**src/rtl/serial_add_sub_pkg.sv**
```systemverilog
// -----------------------------------------------------------------------------
// serial_add_sub_pkg
// Shared definitions for the bit-serial adder/subtractor:
//   - WIDTH_DEFAULT : default operand/result width
//   - state_t       : control FSM states (IDLE / RUN / DONE)
// -----------------------------------------------------------------------------
package serial_add_sub_pkg;

  localparam int WIDTH_DEFAULT = 8;

  typedef enum logic [1:0] {
    IDLE = 2'd0,
    RUN  = 2'd1,
    DONE = 2'd2
  } state_t;

endpackage

```
**src/rtl/serial_add_sub_full_adder_cell.sv**
```systemverilog
// -----------------------------------------------------------------------------
// full_adder_cell
// Purely combinational 1-bit full adder used as the serial arithmetic core.
// Ports:
//   a, b : operand bits
//   ci   : carry in
//   s    : sum bit
//   co   : carry out
// -----------------------------------------------------------------------------
module full_adder_cell (
  input  logic a,
  input  logic b,
  input  logic ci,
  output logic s,
  output logic co
);

  assign s  = a ^ b ^ ci;
  assign co = (a & b) | (ci & (a ^ b));

endmodule

```
**src/rtl/serial_add_sub.sv**
```systemverilog
// -----------------------------------------------------------------------------
// serial_add_sub
// Bit-serial adder/subtractor. One operand bit pair is processed per clock,
// LSB first, through a single full_adder_cell. Subtraction is a + ~b + 1:
// b is inverted at load time and the carry flop is seeded with 1.
// An operation takes WIDTH RUN cycles followed by one DONE cycle.
//
// Optional feature: define SERIAL_ADD_SUB_OVF_EN to add the signed-overflow
// output ovf (carry into MSB XOR carry out of MSB).
//
// Ports:
//   clk   : clock, rising edge
//   rst   : synchronous active-high reset
//   start : request an operation (sampled only in IDLE)
//   sub   : 0 = a+b, 1 = a-b (sampled with start)
//   a, b  : operands (sampled with start)
//   busy  : high in RUN and DONE
//   done  : one-cycle pulse with a new valid result
//   f     : result, held until the next done
//   cout  : carry out of the MSB (for subtract, 1 = no borrow)
//   ovf   : signed overflow (only with SERIAL_ADD_SUB_OVF_EN)
// -----------------------------------------------------------------------------
module serial_add_sub
  import serial_add_sub_pkg::*;
#(
  parameter int WIDTH = WIDTH_DEFAULT
) (
  input  logic             clk,
  input  logic             rst,
  input  logic             start,
  input  logic             sub,
  input  logic [WIDTH-1:0] a,
  input  logic [WIDTH-1:0] b,
  output logic             busy,
  output logic             done,
  output logic [WIDTH-1:0] f,
  output logic             cout
`ifdef SERIAL_ADD_SUB_OVF_EN
  ,
  output logic             ovf
`endif
);

  localparam int CW = (WIDTH > 1) ? $clog2(WIDTH) : 1;

  state_t           state;
  logic [WIDTH-1:0] a_sh;
  logic [WIDTH-1:0] b_sh;
  // Upper WIDTH-1 bits of the result shift register; the final sum bit is
  // merged in directly when the result is published.
  logic [WIDTH-2:0] res_sh;
  logic [WIDTH-1:0] res_next;
  logic             carry;
  logic [CW-1:0]    cnt;
  logic             sum_bit;
  logic             carry_out;
  logic             last_bit;

  full_adder_cell u_fa (
    .a  (a_sh[0]),
    .b  (b_sh[0]),
    .ci (carry),
    .s  (sum_bit),
    .co (carry_out)
  );

  assign res_next = {sum_bit, res_sh};
  assign last_bit = (cnt == CW'(WIDTH - 1));

  // Control FSM and published outputs.
  // NOTE: sequential state uses non-blocking assignments so every flop
  // samples pre-edge values regardless of statement order.
  always_ff @(posedge clk) begin
    if (rst) begin
      state <= IDLE;
      busy  <= 1'b0;
      done  <= 1'b0;
      f     <= '0;
      cout  <= 1'b0;
`ifdef SERIAL_ADD_SUB_OVF_EN
      ovf   <= 1'b0;
`endif
    end else begin
      case (state)
        IDLE: begin
          done <= 1'b0;
          if (start) begin
            state <= RUN;
            busy  <= 1'b1;
          end
        end
        RUN: begin
          if (last_bit) begin
            state <= DONE;
            done  <= 1'b1;
            f     <= res_next;
            cout  <= carry_out;
`ifdef SERIAL_ADD_SUB_OVF_EN
            // carry holds the carry into the MSB on the last RUN cycle.
            ovf   <= carry ^ carry_out;
`endif
          end
        end
        DONE: begin
          state <= IDLE;
          busy  <= 1'b0;
          done  <= 1'b0;
        end
        default: begin
          state <= IDLE;
          busy  <= 1'b0;
          done  <= 1'b0;
        end
      endcase
    end
  end

  // Serial datapath.
  // NOTE: these registers carry no reset; every operation loads them on the
  // start-accept edge before any of their contents are used.
  always_ff @(posedge clk) begin
    if (state == IDLE && start) begin
      a_sh  <= a;
      b_sh  <= sub ? ~b : b;
      carry <= sub;  // +1 of the two's-complement subtract
      cnt   <= '0;
    end else if (state == RUN) begin
      a_sh   <= a_sh >> 1;
      b_sh   <= b_sh >> 1;
      res_sh <= res_next[WIDTH-1:1];
      carry  <= carry_out;
      cnt    <= cnt + CW'(1);
    end
  end

endmodule

```
**config.mk**
```make
export PLATFORM = sky130hd
export DESIGN_NAME = serial_add_sub
export DESIGN_NICKNAME = d
export VERILOG_FILES = /design/src/rtl/serial_add_sub_pkg.sv /design/src/rtl/serial_add_sub_full_adder_cell.sv /design/src/rtl/serial_add_sub.sv
export SDC_FILE = /design/constraint.sdc
export NUM_CORES = 1
export LEC_CHECK = 0
export CAP_MARGIN = 20
export CORE_MARGIN = 10
export CORE_UTILIZATION = 42
export CTS_BUF_LIST = sky130_fd_sc_hd__clkbuf_8
export DETAILED_ROUTE_END_ITERATION = 16
export PLACE_DENSITY_LB_ADDON = 0.1
export SYNTH_ARGS = -nofsm -noshare
export SYNTH_HDL_FRONTEND = slang
export SYNTH_SLANG_ARGS = --single-unit
```
**constraint.sdc**
```tcl
create_clock -name clk -period 1.4 [get_ports clk]
set_input_delay 0.28 -clock clk [delete_from_list [all_inputs] [get_ports clk]]
set_output_delay 0.28 -clock clk [all_outputs]
set_load 0.05 [all_outputs]
```
==> run_results.csv, run 1 <==
group,metric,value,unit
grt,grt_max_degree,21,
synthesis,synth.cell_area,1700,sq um
worst_setup_path,end_kind,"flop",
die,die_y,83.5,um
power,power_density,1060,nW/um^2
timing,finalCriticalPeriod,1.41,ns
grt,antenna_found_initial,0,
timing,timing.setup.tns,-0.00702,ns
die,ios,31,
route,drc,0,
clock_network,root_buffer,"clkbuf_8",
finish,final_net_count,182,
worst_setup_path,critPathLaunchType,"flop",
route,ant_nets,0,
route,drt-pass1-iter-count,4,
grt,grt_pass1_wl,5.31,mm
power,p_leak,0.946,nW
die,initial_core_util,0.430,
clock_network,cts_buffers,5,
timing,setup_slack,-0.00568,ns
route,vias_per_cell,4.86,
worst_setup_path,critical_path_class,"flop to flop",
grt,grt_pass1_vias,1089,
worst_setup_path,worst-path-max-fanout,8,
synthesis,synth_top_family_by_area,"multiplexers",
route,dr.first_iter.drc_count,34,
worst_setup_path,rr_worst_depth,4,
synthesis,synth_nets,140,
synthesis,yosysWarnings,0,
synthesis,synth_fa_ha_area_frac,0.0266,
timing,post-route-period-util,1.00,
clock_network,clk_transition_reported_paths,0.07,ns
placement,place_congestion,0.761,
timing,maxSlewHeadroom,0.791,
worst_setup_path,slowest_stage,"dfxtp_4",
worst_setup_path,critPathMaxStageDelay,0.37,ns
power,pwr-share-clk,0.296,
worst_setup_path,cp.arrival,1.45,ns
synthesis,synthMuxAreaShare,0.159,
synthesis,yosysSeqAreaShare,0.614,
timing,maxSlewViolCount,0,
placement,placed_cell_area,2250,sq um
placement,place.port_buffers,30,
route,wl,3.17,mm
clock_network,htree_levels,2,
clock_network,ctsHoldBuffers,0,
grt,grt_overflow_total,0,
finish,final_area,2440,sq um
timing,rsz0062_at_grt,"yes",
power,p_int,2.03,mW
worst_setup_path,ff2ff_setup_slack,-0.006,ns
timing,tightest_slew,0.313,ns
run,maxCapViolCount,0,
finish,n_antenna_cell,0,
worst_setup_path,r2r-end,"b_sh[5]$_DFFE_PP_",
synthesis,syn_inst,117,
route,post_drt_wl_per_cell,15.1,um
die,die-area,6980,sq um
synthesis,synth_compound_area_frac,0.0236,
timing,final_hold_viol_count,0,
synthesis,synth_xor_area_frac,0.0413,
clock_network,clockBufferDepth,2,
worst_hold_path,min_to,"res_sh[2]$_DFFE_PP_",
die,core.rowCount,23,
synthesis,synthSimpleGateAreaFrac,0.114,
worst_setup_path,crit_family,"flip-flops",
power,pwr-share-seq,0.547,
worst_hold_path,hold_path_startpoint,"res_sh[3]$_DFFE_PP_",
placement,hpwlAfterDp,2.14,mm
worst_hold_path,hp-class,"flop to flop",
timing,setup_viol_count_final,2,
worst_setup_path,crit_chain,"nor3b_4 > buf_6 > buf_12 > mux2_4",
status,violations,"negative setup slack",
synthesis,ys_ff_latch,40,
clock_network,clock_sinks,40,
timing,max_freq,711,MHz
finish,final_common_cell,"edfxtp_1",
worst_setup_path,rr_startpoint,"state[0]$_SDFFE_PP0P_",
worst_setup_path,worst_ep_required_time,1.44,ns
power,ir_drop,0.000597,V
finish,layout-drive-gt1-share,0.294,
worst_hold_path,hold_depth,0,
power,comb_power_share,0.156,
synthesis,ys_types,25,
route,vias,1021,
synthesis,syn_area_per_cell,14.5,sq um
timing,skew,0.00268,ns
power,p_switching,0.569,mW
clock_network,cts_tree,"done",
finish,final_cell_mix,"edfxtp_1 (24), nand2b_1 (19), clkdlybuf4s50_1 (18), mux2_4 (15), buf_12 (15)",
clock_network,clk_latency,0.29,ns
worst_setup_path,worstPathBufferInverterCount,2,
status,status,"finished, violations left",
finish,fin_util,0.620,
finish,areaGrowthSynthToFinish,44.2,%
power,p_sw_frac,0.219,
die,core-area,3940,sq um
grt,grt.total_usage,0.0925,
die,dieWidth,83.5,um
-- kinds of logic (layout without fill, tap and decap cells) --
kind of cell	count (synthesis)	count (layout)
flip-flops	40	40
buffers and inverters	7	50
adder cells (fa/ha/maj)	3	3
AO/OA/AOI/OAI	5	5
multiplexers	25	25
XOR/XNOR	8	8
AND/OR/NAND/NOR	29	29
-- metal layers --
| layer | track usage | vias up | routed length [um] |
|---|---|---|---|
| li1 | - | 496 | - |
| met5 | 0 | - | 0 |
| met3 | 0.0332 | 4 | 169 |
| met4 | 0.0502 | 0 | 54 |
| met2 | 0.150 | 22 | 1550 |
| met1 | 0.104 | 499 | 1390 |
-- timing repair --
action,CTS,global route
gates resized for setup,4,18
pin swaps,0,1
setup buffers,1,0
endpoints found under the setup margin,24,19
cloned,1,0
-- area by class of cell --
cell class	instances	area [sq um]
fillers	290	1500
flip-flops and latches	40	1050
multi-input cells	70	678
repair buffers	40	558
clock buffers	6	82.6
well taps	50	62.6
clock inverters	2	7.51
inverters	2	7.51
-- how the worst max path moves through the flow --
stage / from / cells after the start / endpoint / slack, ns
detailed placement: start / 4 / b_sh[3]$_DFFE_PP_ / -0.36
CTS: state[1]$_SDFFE_PP0P_ / 4 / b_sh[3]$_DFFE_PP_ / -0.005
global route: state[0]$_SDFFE_PP0P_ / 4 / b_sh[5]$_DFFE_PP_ / -0.05
floorplan: state[1]$_SDFFE_PP0P_ / 3 / a_sh[3]$_DFFE_PP_ / -0.02
finish: state[0]$_SDFFE_PP0P_ / 4 / b_sh[5]$_DFFE_PP_ / -0.006
global placement: start / 4 / a_sh[0]$_DFFE_PP_ / -0.34
-- power groups by stage --
stage	Clock [mW]	Sequential, mW	Combinational (mW)
floorplan	0	1.44	0.187
global placement	0	1.44	0.328
detailed placement	0	1.45	0.342
CTS	0.796	1.42	0.364
global route	0.834	1.43	0.443
finish	0.769	1.42	0.406
-- cells in the mapped netlist --
cell type | number | share of area
edfxtp_1 | 24 | 0.43
nand2b_1 | 19 | 0.070
dfxtp_1 | 16 | 0.19
mux2_2 | 16 | 0.11
mux2i_1 | 9 | 0.053
xor2_1 | 7 | 0.036
a21boi_0 | 2 | 0.0089
a22o_1 | 2 | 0.010
buf_2 | 2 | 0.0059
clkbuf_1 | 2 | 0.0044
ha_1 | 2 | 0.015
inv_1 | 2 | 0.0044
nor2_1 | 2 | 0.0044
and2_1 | 1 | 0.0037
and3_1 | 1 | 0.0037
and3b_1 | 1 | 0.0052
buf_6 | 1 | 0.0066
fa_1 | 1 | 0.012
nor2b_1 | 1 | 0.0037
nor3_1 | 1 | 0.0029
nor3b_1 | 1 | 0.0044
nor3b_4 | 1 | 0.011
o21bai_1 | 1 | 0.0044
or2b_1 | 1 | 0.0044
xnor2_1 | 1 | 0.0052
-- flip-flops by register name, summed over array words and instances (netlist names) --
name    flops
a_sh        8
cout        1
cnt         3
carry       1
res_sh      7
busy        1
state       2
b_sh        8
done        1
f           8
-- metrics by stage --
stage | worst slack [ns] | instances | power [mW] | hold WS (ns)
floorplan | -0.0238 | 117 | 1.63 | 0.428
global placement | -0.336 | 200 | 1.77 | 0.437
detailed placement | -0.362 | 200 | 1.79 | 0.439
CTS | -0.00493 | 210 | 2.58 | 0.459
global route | -0.0494 | 210 | 2.71 | 0.472
finish | -0.00568 | 210 | 2.59 | 0.458
(Power assumes the default switching activity.)
==> run 2: changes to the inputs <==
RECOVER_POWER = 50   (was default)
==> run 2 against run 1 <==
Net effect:
- the run still ends with negative setup slack left
- utilization shrank 5.0 points
- combinational power down 5.7%
- clock skew is essentially flat
- clock-buffer cell count did not move
- critical path type unchanged
==> run_results.csv, run 2 (synthesis gave the netlist of run 1 again) <==
group,metric,value,unit
status,status,"finished, violations left",
status,violations,"negative setup slack",
die,die-area,6980,sq um
finish,fin_util,0.570,
worst_setup_path,endpoint,"b_sh[5]$_DFFE_PP_",
grt,grt_overflow_total,0,
placement,place_congestion,0.761,
worst_setup_path,slowest_stage,"dfxtp_4",
worst_setup_path,rr_startpoint,"state[0]$_SDFFE_PP0P_",
clock_network,cts_tree,"done",
worst_setup_path,cp.arrival,1.45,ns
grt,grt.total_usage,0.0925,
power,comb_power_share,0.149,
finish,layout-drive-gt1-share,0.288,
timing,setup_slack,-0.00480,ns
worst_setup_path,crit_family,"flip-flops",
clock_network,root_buffer,"clkbuf_8",
power,p_int,2.01,mW
grt,grt_max_degree,21,
power,p_sw_frac,0.220,
die,ios,31,
grt,grt_pass1_wl,5.31,mm
die,core-area,3940,sq um
worst_setup_path,rr_worst_depth,4,
timing,maxSlewHeadroom,0.730,
route,wl,3.21,mm
grt,antenna_found_initial,0,
placement,place.port_buffers,30,
grt,grt_pass1_vias,1089,
route,post_drt_wl_per_cell,15.3,um
finish,reg_top3,"a_sh: 8 flops, b_sh: 8 flops, f: 8 flops",
finish,final_cell_mix,"edfxtp_1 (24), nand2b_1 (19), clkdlybuf4s50_1 (16), mux2_4 (15), dfxtp_1 (14)",
die,core.rowCount,23,
timing,max_freq,712,MHz
clock_network,clockBufferDepth,2,
finish,n_antenna_cell,0,
power,finalPower,2.57,mW
power,pwr-share-clk,0.299,
worst_setup_path,critical_path_class,"flop to flop",
timing,post-route-period-util,1.00,
placement,hpwlAfterDp,2.14,mm
clock_network,clk_latency,0.29,ns
route,dr.first_iter.drc_count,43,
route,ant_nets,0,
worst_setup_path,crit_chain,"nor3b_4 > buf_6 > buf_12 > mux2_4",
timing,maxSlewViolCount,0,
power,p_switching,0.566,mW
die,dieWidth,83.5,um
finish,final_common_cell,"edfxtp_1",
worst_setup_path,end_kind,"flop",
route,drc,0,
power,power_density,1140,nW/um^2
worst_setup_path,ff2ff_setup_slack,-0.005,ns
timing,tightest_slew,0.405,ns
worst_hold_path,hp-class,"flop to flop",
clock_network,clk_transition_reported_paths,0.07,ns
worst_setup_path,worst_ep_required_time,1.44,ns
worst_setup_path,critPathMaxStageDelay,0.37,ns
clock_network,cts_buffers,5,
worst_setup_path,startpoint,"state[0]$_SDFFE_PP0P_",
finish,nFillCells,315,
timing,setup_viol_count_final,4,
worst_hold_path,hold_path_startpoint,"res_sh[3]$_DFFE_PP_",
timing,finalCriticalPeriod,1.40,ns
power,ir_drop,0.000595,V
run,maxCapViolCount,0,
die,die_y,83.5,um
worst_setup_path,worst-path-max-fanout,8,
worst_setup_path,worst-path-stages,4,
timing,final_hold_viol_count,0,
route,vias,1027,
worst_setup_path,r2r-end,"b_sh[5]$_DFFE_PP_",
route,drt-pass1-iter-count,4,
finish,final_area,2250,sq um
worst_setup_path,critPathLaunchType,"flop",
placement,placed_cell_area,2250,sq um
timing,skew,0.00283,ns
clock_network,htree_levels,2,
clock_network,clock_sinks,40,
finish,areaGrowthSynthToFinish,32.5,%
finish,final_net_count,182,
power,p_leak,0.892,nW
power,pwr-share-seq,0.552,
timing,whs,0.458,ns
die,initial_core_util,0.430,
worst_setup_path,worstPathBufferInverterCount,2,
timing,rsz0062_at_grt,"yes",
route,vias_per_cell,4.89,
## run 2: cell types whose count changed in the layout (fill, tap and decap cells not counted), sizes merged
cell	before	now
buf	21	8
clkdlybuf4s50	18	16
dlygate4sd3	0	2
clkbuf	6	19
## run 2: timing repair
item,CTS,global route
pin swaps,0,1
endpoints found under the hold margin,0,0
setup buffers,1,0
gates cloned,1,0
endpoints found under the setup margin,24,19
resized for setup,4,18
hold buffers,0,0
## run 2: metal layers
layer  part of all wire  global-route usage
met1               0.45               0.104
met2               0.49               0.150
met3              0.042              0.0332
met4              0.017              0.0502
met5                  0                   0
## run 2: how the worst min path moves through the flow
stage | slack [ns] | endpoint | depth (start not counted)
final | 0.46 | res_sh[2]$_DFFE_PP_ | 0
after global routing | 0.47 | res_sh[0]$_DFFE_PP_ | 0
after CTS | 0.46 | res_sh[2]$_DFFE_PP_ | 0
after detailed placement | 0.44 | res_sh[3]$_DFFE_PP_ | 0
after global placement | 0.44 | res_sh[1]$_DFFE_PP_ | 0
after floorplan | 0.43 | res_sh[0]$_DFFE_PP_ | 0
## run 2: through the flow
stage          TNS [ns]  std cells  setup slack, ns
2_1_floorplan    -0.213        117          -0.0238
3_3_place_gp      -7.76        200           -0.336
3_5_place_dp      -8.46        200           -0.362
4_1_cts        -0.00998        210         -0.00493
5_1_grt          -0.621        210          -0.0494
6_report       -0.00647        210         -0.00480
## run 2: power by group through the flow
stage	sequential [mW]	combinational, mW	clock [mW]
finish	1.42	0.383	0.770
global route	1.43	0.419	0.834
CTS	1.42	0.364	0.796
detailed placement	1.45	0.342	0
global placement	1.44	0.328	0
floorplan	1.44	0.187	0
## run 2: final cells by class
class,count,area [sq um],share of cell area
timing repair buffer,40,359,0.160
clock buffer,6,82.6,0.0368
inverter,2,7.51,0.00334
tap,50,62.6,0.0279
multi-input combinational,70,678,0.302
sequential,40,1050,0.467
clock inverter,2,7.51,0.00334
